File: src/rtl/ghash_ctrl.sv
// GHASH sequencer: folds a stream of 128-bit blocks into Y = (Y ^ X) * H
// using one external iterative GF(2^128) multiplier, and presents the final
// Y as the pre-mask tag S.
// Optional build macro: GHASH_TIMEOUT_EN adds a MUL-state watchdog that
// raises oError and returns to IDLE after TIMEOUT_CYCLES cycles.
//
// Handshakes: a block transfers on a rising iClk edge where iBlock_valid and
// oBlock_ready are both 1. The multiplier operands are valid while
// oMul_ctext_valid (== oMul_hashkey_valid) is 1 and do not change until the
// product is returned with iMul_result_valid; valid then stays low for at
// least one cycle, and until iMul_result_valid is seen low.
module ghash_ctrl #(
  parameter int TIMEOUT_CYCLES = 255,
  parameter int CNT_W          = 16
) (
  input  logic             iClk,
  input  logic             iRst_n,
  input  logic             iStart,
  input  logic [127:0]     iHashkey,
  input  logic             iHashkey_valid,
  input  logic [127:0]     iBlock,
  input  logic             iBlock_valid,
  input  logic             iBlock_last,
  output logic             oBlock_ready,
  output logic [127:0]     oMul_ctext,
  output logic             oMul_ctext_valid,
  output logic [127:0]     oMul_hashkey,
  output logic             oMul_hashkey_valid,
  input  logic [127:0]     iMul_result,
  input  logic             iMul_result_valid,
  output logic [127:0]     oTag,
  output logic             oTag_valid,
  output logic [CNT_W-1:0] oBlk_cnt,
  output logic             oBusy,
  output logic             oError,
  // debug view of the FSM: 0 IDLE, 1 ACCEPT, 2 MUL, 3 GAP, 4 DONE
  output logic [2:0]       oState
);

  localparam logic [2:0] S_IDLE   = 3'd0;
  localparam logic [2:0] S_ACCEPT = 3'd1;
  localparam logic [2:0] S_MUL    = 3'd2;
  localparam logic [2:0] S_GAP    = 3'd3;
  localparam logic [2:0] S_DONE   = 3'd4;

  // The watchdog counter is 16 bits wide, so the limit must fit in it.
  if (TIMEOUT_CYCLES < 1 || TIMEOUT_CYCLES > 65535) begin : g_bad_timeout
    $error("ghash_ctrl: TIMEOUT_CYCLES must be in 1..65535");
  end

  logic [2:0]       state_q, state_d;
  logic [127:0]     y_q, h_q, op_q, tag_q;
  logic             last_q;
  logic [CNT_W-1:0] cnt_q;
  logic             timeout;
  logic             mul_v;

  // iStart is honoured only outside MUL/GAP; in ACCEPT it beats a block.
  logic start_ok, accept, hkey_ok;
  assign start_ok = iStart && (state_q == S_IDLE || state_q == S_ACCEPT ||
                               state_q == S_DONE);
  assign accept   = (state_q == S_ACCEPT) && !iStart && iBlock_valid;
  assign hkey_ok  = iHashkey_valid && (state_q != S_MUL) && (state_q != S_GAP);

`ifdef GHASH_TIMEOUT_EN
  logic [15:0] wd_q;
  logic        err_q;
  assign timeout = (state_q == S_MUL) && !iMul_result_valid &&
                   (wd_q == 16'(TIMEOUT_CYCLES - 1));
  assign oError  = err_q;

  // Watchdog: reloads on block acceptance, counts while waiting in MUL;
  // the error flag is sticky until the next honoured iStart.
  always_ff @(posedge iClk or negedge iRst_n) begin
    if (!iRst_n) begin
      wd_q  <= '0;
      err_q <= 1'b0;
    end else begin
      if (accept)                 wd_q <= '0;
      else if (state_q == S_MUL)  wd_q <= wd_q + 16'd1;
      if (start_ok)               err_q <= 1'b0;
      else if (timeout)           err_q <= 1'b1;
    end
  end
`else
  assign timeout = 1'b0;
  assign oError  = 1'b0;
`endif

  // State register.
  always_ff @(posedge iClk or negedge iRst_n) begin
    if (!iRst_n) state_q <= S_IDLE;
    else         state_q <= state_d;
  end

  // Next-state logic.
  always_comb begin
    state_d = state_q;
    case (state_q)
      S_IDLE:   if (iStart) state_d = S_ACCEPT;
      S_ACCEPT: if (!iStart && iBlock_valid) state_d = S_MUL;
      S_MUL: begin
        if (iMul_result_valid) state_d = S_GAP;
        else if (timeout)      state_d = S_IDLE;
      end
      S_GAP:    if (!iMul_result_valid) state_d = last_q ? S_DONE : S_ACCEPT;
      S_DONE:   if (iStart) state_d = S_ACCEPT;
      default:  state_d = S_IDLE;
    endcase
  end

  // Control outputs decoded from the current state.
  always_comb begin
    oBlock_ready = 1'b0;
    mul_v        = 1'b0;
    oBusy        = 1'b0;
    oTag_valid   = 1'b0;
    case (state_q)
      S_ACCEPT: oBlock_ready = !iStart;
      S_MUL: begin
        mul_v = 1'b1;
        oBusy = 1'b1;
      end
      S_GAP:  oBusy      = 1'b1;
      S_DONE: oTag_valid = 1'b1;
      default: ;
    endcase
  end

  // Accumulator, operand, key, tag and block counter.
  always_ff @(posedge iClk or negedge iRst_n) begin
    if (!iRst_n) begin
      y_q    <= '0;
      h_q    <= '0;
      op_q   <= '0;
      tag_q  <= '0;
      last_q <= 1'b0;
      cnt_q  <= '0;
    end else begin
      if (start_ok) begin
        y_q   <= '0;
        cnt_q <= '0;
      end else if (accept) begin
        op_q   <= y_q ^ iBlock;
        last_q <= iBlock_last;
        cnt_q  <= cnt_q + 1'b1;
      end
      if (state_q == S_MUL && iMul_result_valid) y_q <= iMul_result;
      if (hkey_ok) h_q <= iHashkey;
      if (state_q == S_GAP && !iMul_result_valid && last_q) tag_q <= y_q;
    end
  end

  assign oMul_ctext         = op_q;
  assign oMul_hashkey       = h_q;
  assign oMul_ctext_valid   = mul_v;
  assign oMul_hashkey_valid = mul_v;
  assign oTag               = tag_q;
  assign oBlk_cnt           = cnt_q;
  assign oState             = state_q;

endmodule
File: config.mk
export PLATFORM = sky130hd
export DESIGN_NAME = ghash_ctrl
export DESIGN_NICKNAME = d
export VERILOG_FILES = /design/src/rtl/ghash_ctrl.sv
export SDC_FILE = /design/constraint.sdc
export NUM_CORES = 1
export LEC_CHECK = 0
export BUFFER_PORTS_ARGS = -buffer_cell sky130_fd_sc_hd__buf_2
export CORE_AREA = 2 2 315 317
export DETAILED_ROUTE_END_ITERATION = 12
export DIE_AREA = 0 0 317 319
export GPL_ROUTABILITY_DRIVEN = 0
export MAX_ROUTING_LAYER = met4
export PLACE_DENSITY = 0.45
export SYNTH_ARGS = -nofsm -noshare
export SYNTH_HDL_FRONTEND = slang
export SYNTH_SLANG_ARGS = --single-unit
File: constraint.sdc
create_clock -name iClk -period 6 [get_ports iClk]
set_clock_uncertainty 0.2 [all_clocks]
set_input_delay 0.6 -clock iClk [delete_from_list [all_inputs] [get_ports iClk]]
set_output_delay 0.6 -clock iClk [all_outputs]
set_load 0.005 [all_outputs]
Word level (Yosys, flattened, before mapping)

Cells that the tools add are included.

Bitwise operators: 2
Equal/unequal tests: 10
Muxes and demuxes: 14
Reduce and logical (&&, ||, !) cells: 20
Add/subtract/negate cells: 1

Operators with widths:

| operator                                      | count |
|---|---|
| two-way mux 128 bit                           | 2 |
| bitwise XOR 128 bit                           | 1 |
| two-way mux 16 bit                            | 2 |
| adder 16 x 1 -> 16 bit, second input constant | 1 |
| two-way mux 3 bit                             | 5 |
| case mux 3 bit (4 select lines)               | 1 |
| logical AND 1 bit                             | 9 |
| == test 3 x 2 -> 1 bit, second input constant | 2 |
| != test 3 x 2 -> 1 bit, second input constant | 2 |
| two-way mux 1 bit                             | 4 |
| != test 2 x 1 -> 1 bit, second input constant | 2 |
| != test 2 bit, second input constant          | 2 |
| AND reduction 4 bit                           | 1 |
| nonzero test 2 bit                            | 2 |
| OR reduction 2 bit                            | 2 |
| == test 3 x 1 -> 1 bit, second input constant | 1 |
| == test 3 bit, second input constant          | 1 |
| logical NOT 3 bit                             | 1 |
| logical NOT 1 bit                             | 2 |
| logical OR 1 bit                              | 2 |
| AND reduction 2 bit                           | 1 |
| inverter 1 bit                                | 1 |

Flip-flop bits (word level): 532
Bits of input ports: 391
Word-level logic and storage cells: 54

Logic depth before layout (Yosys ltp)

Word-level depth: 6
Depth in mapped cells: 10

Least setup slack after synthesis

OpenSTA, ideal clock, no wires.

Kind: input -> register
From: input port iStart
To: register cnt_q[15] (netlist: oBlk_cnt[15])
Data required time: 5.734 ns
Path buffers: 1
Path slack: 3.772 ns
Stages on the path: 5
Data arrival time: 1.962 ns
Path through: nand4bb_4 > or4_1 > clkbuf_1 > or4_1 > nand2_1

Word-level cells in the longest chain between the ends: 4
Elaborated cells on any way between the ends: 6
Classes of those cells: mux: 1; reduce/logical: 5

RTL lines:

| item                            | RTL line | source |
|---|---|---|
| from (decl)                     | 18       | `input logic iStart,` |
| logical NOT 1 bit               | 62       | `assign accept = (state_q == S_ACCEPT) && !iStart && iBlock_valid;` |
| logical AND 1 bit (2 in series) | 62       |  |
| nonzero test 2 bit (no line)    | n/a      |  |
| to (signal assigned)            | 146      | `cnt_q <= cnt_q + 1'b1;` |
| to (decl)                       | 54       | `logic [CNT_W-1:0] cnt_q;` |

Several ways; a longest one is shown, not always the timed one.
A chain may end at the register's enable or synchronous reset.

Worst setup path after layout

From: register state_q[0] (netlist: oState[0])
To: register op_q[53] (netlist: oMul_ctext[53])

Word-level cells in the longest chain between the ends: 6
Elaborated cells on any way between the ends: 10
Classes of those cells: eq/ne: 2; bitwise: 1; reduce/logical: 7

RTL lines:

| item                                                        | RTL line | source |
|---|---|---|
| from (decl)                                                 | 51       | `logic [2:0] state_q, state_d;` |
| from (signal assigned)                                      | 93       | `else state_q <= state_d;` |
| == test 3 x 1 -> 1 bit or logical NOT 3 bit (tied branches) | 60, 62   |  |
| logical OR 1 bit (2 in series)                              | 60       | `assign start_ok = iStart && (state_q == S_IDLE \|\| state_q == S_ACCEPT \|\|` |
| logical AND 1 bit                                           | 60       |  |
| inverter 1 bit (no line)                                    | n/a      |  |
| AND reduction 2 bit (no line) *                             | n/a      |  |
| to (signal assigned)                                        | 144      | `op_q <= y_q ^ iBlock;` |
| to (decl)                                                   | 52       | `logic [127:0] y_q, h_q, op_q, tag_q;` |

Every way passes the cells marked *; elsewhere a longest branch is shown, timed or not.

==> results_dict.tcl <==
set metrics [dict create \
    status "complete, no violations" \
    grt_pass1_vias 17300 \
    synthArstFlopShare_pct 100 \
    p_sw_mw 4.51 \
    start_util_pct 21.6 \
    vias 16700 \
    portBuffers 798 \
    rsz0062_at_grt "false" \
    grt_pass1_wl_um 109000 \
    fp.dieH_um 319 \
    worst_hold_slack_ns 0.0634 \
    nets 3207 \
    synth.net_count 2153 \
    netlist_area_mm2 0.0211 \
    setup_viol 0 \
    ctsResizeCount 0 \
    fin_crit_sh_pct 51.8 \
    cts_root_buf "clkbuf_16" \
    final_layout_size_suffix_gt1_share_pct 41.0 \
    die_w_um 317 \
    cap_violations 0 \
    hp-class "in -> reg" \
    drv_slew 0 \
    max-slew-margin-rel_pct 34.0 \
    finalCriticalPeriod_ns 3.11 \
    criticalPathCategory "reg -> reg" \
    seqPwrFrac_pct 41.9 \
    cts.sinks 532 \
    wl_um 73600 \
    clk_latency_ns 0.61 \
    p_int_mw 9.60 \
    core_region_area_mm2 0.0977 \
    rows 115 \
    p_clk_share_pct 28.8 \
    power_leakage_nw 15.2 \
    wl_per_cell_um 17.7 \
    ios 800 \
    cts_tree "yes" \
    power_frac_comb_pct 29.4 \
    antenna_found_initial 12 \
    crit_required_ns 6.25 \
    pwr_density_cell_mw_per_mm2 447 \
    yosys_warnings 0 \
    numCtsBuffers 66 \
    cp.arrival_ns 3.35 \
    place_hpwl_um 52100 \
    clk_path_buf_depth 3 \
    peakVddDrop_mv 0.238 \
    tightestPinTransition_ns 0.990 \
    detail-route-antenna-nets 0 \
    critPathCaptureType "register" \
    final_common_cell "buf_2" \
    first_iter_violations 792 \
    post_cts_buffers 0 \
    syn_inst 1761 \
    critPathLaunchType "register" \
    synth_area_per_cell_um2 12.0 \
    final.setup.tns_ns 0 \
    via_per_inst 4.01 \
    fmax_mhz 322 \
    synth_seq_area_share_pct 63.0 \
    cp_max_fo 184 \
    netlist-cell-type-count 37 \
    htree_levels 3 \
    die_area_mm2 0.101 \
    fill_cells 10100 \
    clkTransAtPathRegs_ns 0.06 \
    ys_ff_latch 532 \
    first_pass_iters 4 \
    most-common-layout-cells "buf_2 (797), dfrtp_1 (532), nand2_1 (395)" \
    finalHoldViolations 0 \
    grt_use_total_pct 14.6 \
    synthFlopType "dfrtp_1" \
    route.detailed.drc 0 \
    power.total_mw 14.1 \
    grt_max_degree 185 \
    grt-ovfl-total 0 \
    syn_to_final_growth_pct 49.3 \
    swShare_pct 32.0 \
    synth_enable_flop_cells 0 \
]
per-layer routing:
layer	share of wire (%)	global-route usage, %	vias up
li1	-	-	8025
met1	39	16.0	8060
met2	52	25.3	489
met3	6.4	3.63	101
met4	2.9	5.49	0
met5	0	-	-
synth_stat cells (all sizes together), types with 2 or more instances:
| master | n | area (um2) |
|---|---|---|
| dfrtp | 532 | 13300 |
| nand2 | 398 | 1490 |
| o21ai | 266 | 1330 |
| mux2 | 257 | 2890 |
| xnor2 | 132 | 1160 |
| clkbuf | 54 | 203 |
| buf | 52 | 265 |
| nor2 | 9 | 33.8 |
| a21oi | 8 | 40.0 |
| or3 | 7 | 43.8 |
| inv | 5 | 18.8 |
| nand4 | 4 | 25.0 |
| nor3 | 4 | 20.0 |
| nand3 | 3 | 15.0 |
| nor2b | 3 | 18.8 |
| or4 | 3 | 22.5 |
| and4 | 2 | 17.5 |
| mux2i | 2 | 20.0 |
| nand2b | 2 | 12.5 |
| nand4b | 2 | 17.5 |
| xor2 | 2 | 17.5 |
worst max-delay path, stage by stage (launching register included):
cell and delay (ns):
dfrtp_1 0.64, nor4b_2 0.53, nand2_4 0.54, buf_12 0.45
nand2_1 0.20, o21ai_0 0.11
registers in the layout (all words and copies together), names as in the netlist:
name          count
oState            3
oMul_ctext      128
oBlk_cnt         16
oMul_hashkey    128
oTag            128
y_q             128
last_q            1
final timing paths:
kind	from	to	slack [ns]	depth (start not counted)
max	oState[0]	oMul_ctext[53]	2.89	5
min	iMul_result[20]	y_q[20]	0.06	3
max reg2reg	oState[0]	oMul_ctext[53]	2.89	5
min reg2reg	oMul_ctext[102]	oMul_ctext[102]	0.27	2
max in group asynchronous	iRst_n	oMul_ctext[55]	3.88	3
min in group asynchronous	iRst_n	oMul_ctext[107]	0.38	2
power groups by stage:
stage	clock [mW]	sequential [mW]	combinational [mW]
5_1_grt	4.36	6.11	4.58
4_1_cts	4.23	5.93	4.26
3_3_place_gp	0	5.95	4.07
2_1_floorplan	0	5.93	1.81
3_5_place_dp	0	5.98	4.10
6_report	4.06	5.91	4.15
final cells by class:
type | instances | area (um2) | share of cell area, %
clock inverter | 17 | 229 | 0.726
multi-input combinational | 1118 | 7340 | 23.3
antenna | 11 | 27.5 | 0.0873
inverter | 5 | 18.8 | 0.0595
tap | 1287 | 1610 | 5.11
sequential | 532 | 13300 | 42.2
timing repair buffer | 1092 | 7010 | 22.2
clock buffer | 98 | 1980 | 6.27
kinds of logic after synthesis:
| family | after synthesis | synth area share [%] |
|---|---|---|
| flops | 532 | 63.0 |
| mux | 259 | 13.8 |
| other cells | 1 | 0.0178 |
| compound gates | 279 | 6.69 |
| simple gates | 444 | 8.53 |
| xor+xnor | 134 | 5.56 |
| buf+inv | 111 | 2.30 |
| fa+ha+maj | 1 | 0.0592 |
through the flow:
stage                     area, um2  utilization (%)  setup WS, ns  cells
after global routing          31500             32.3          2.65   4159
after CTS                     31500             32.2          2.94   4149
after detailed placement      26500             27.1          2.85   3753
after global placement        26500             27.1          2.91   3753
after floorplan               21100                -          3.77   1761
final                         31500             32.3          2.89   4160
repair_timing:
item	in CTS	in global routing
setup endpoints to repair	0	0
hold buffers	281	0
hold endpoints to repair	347	0
Power figures use the tool's default switching activity.
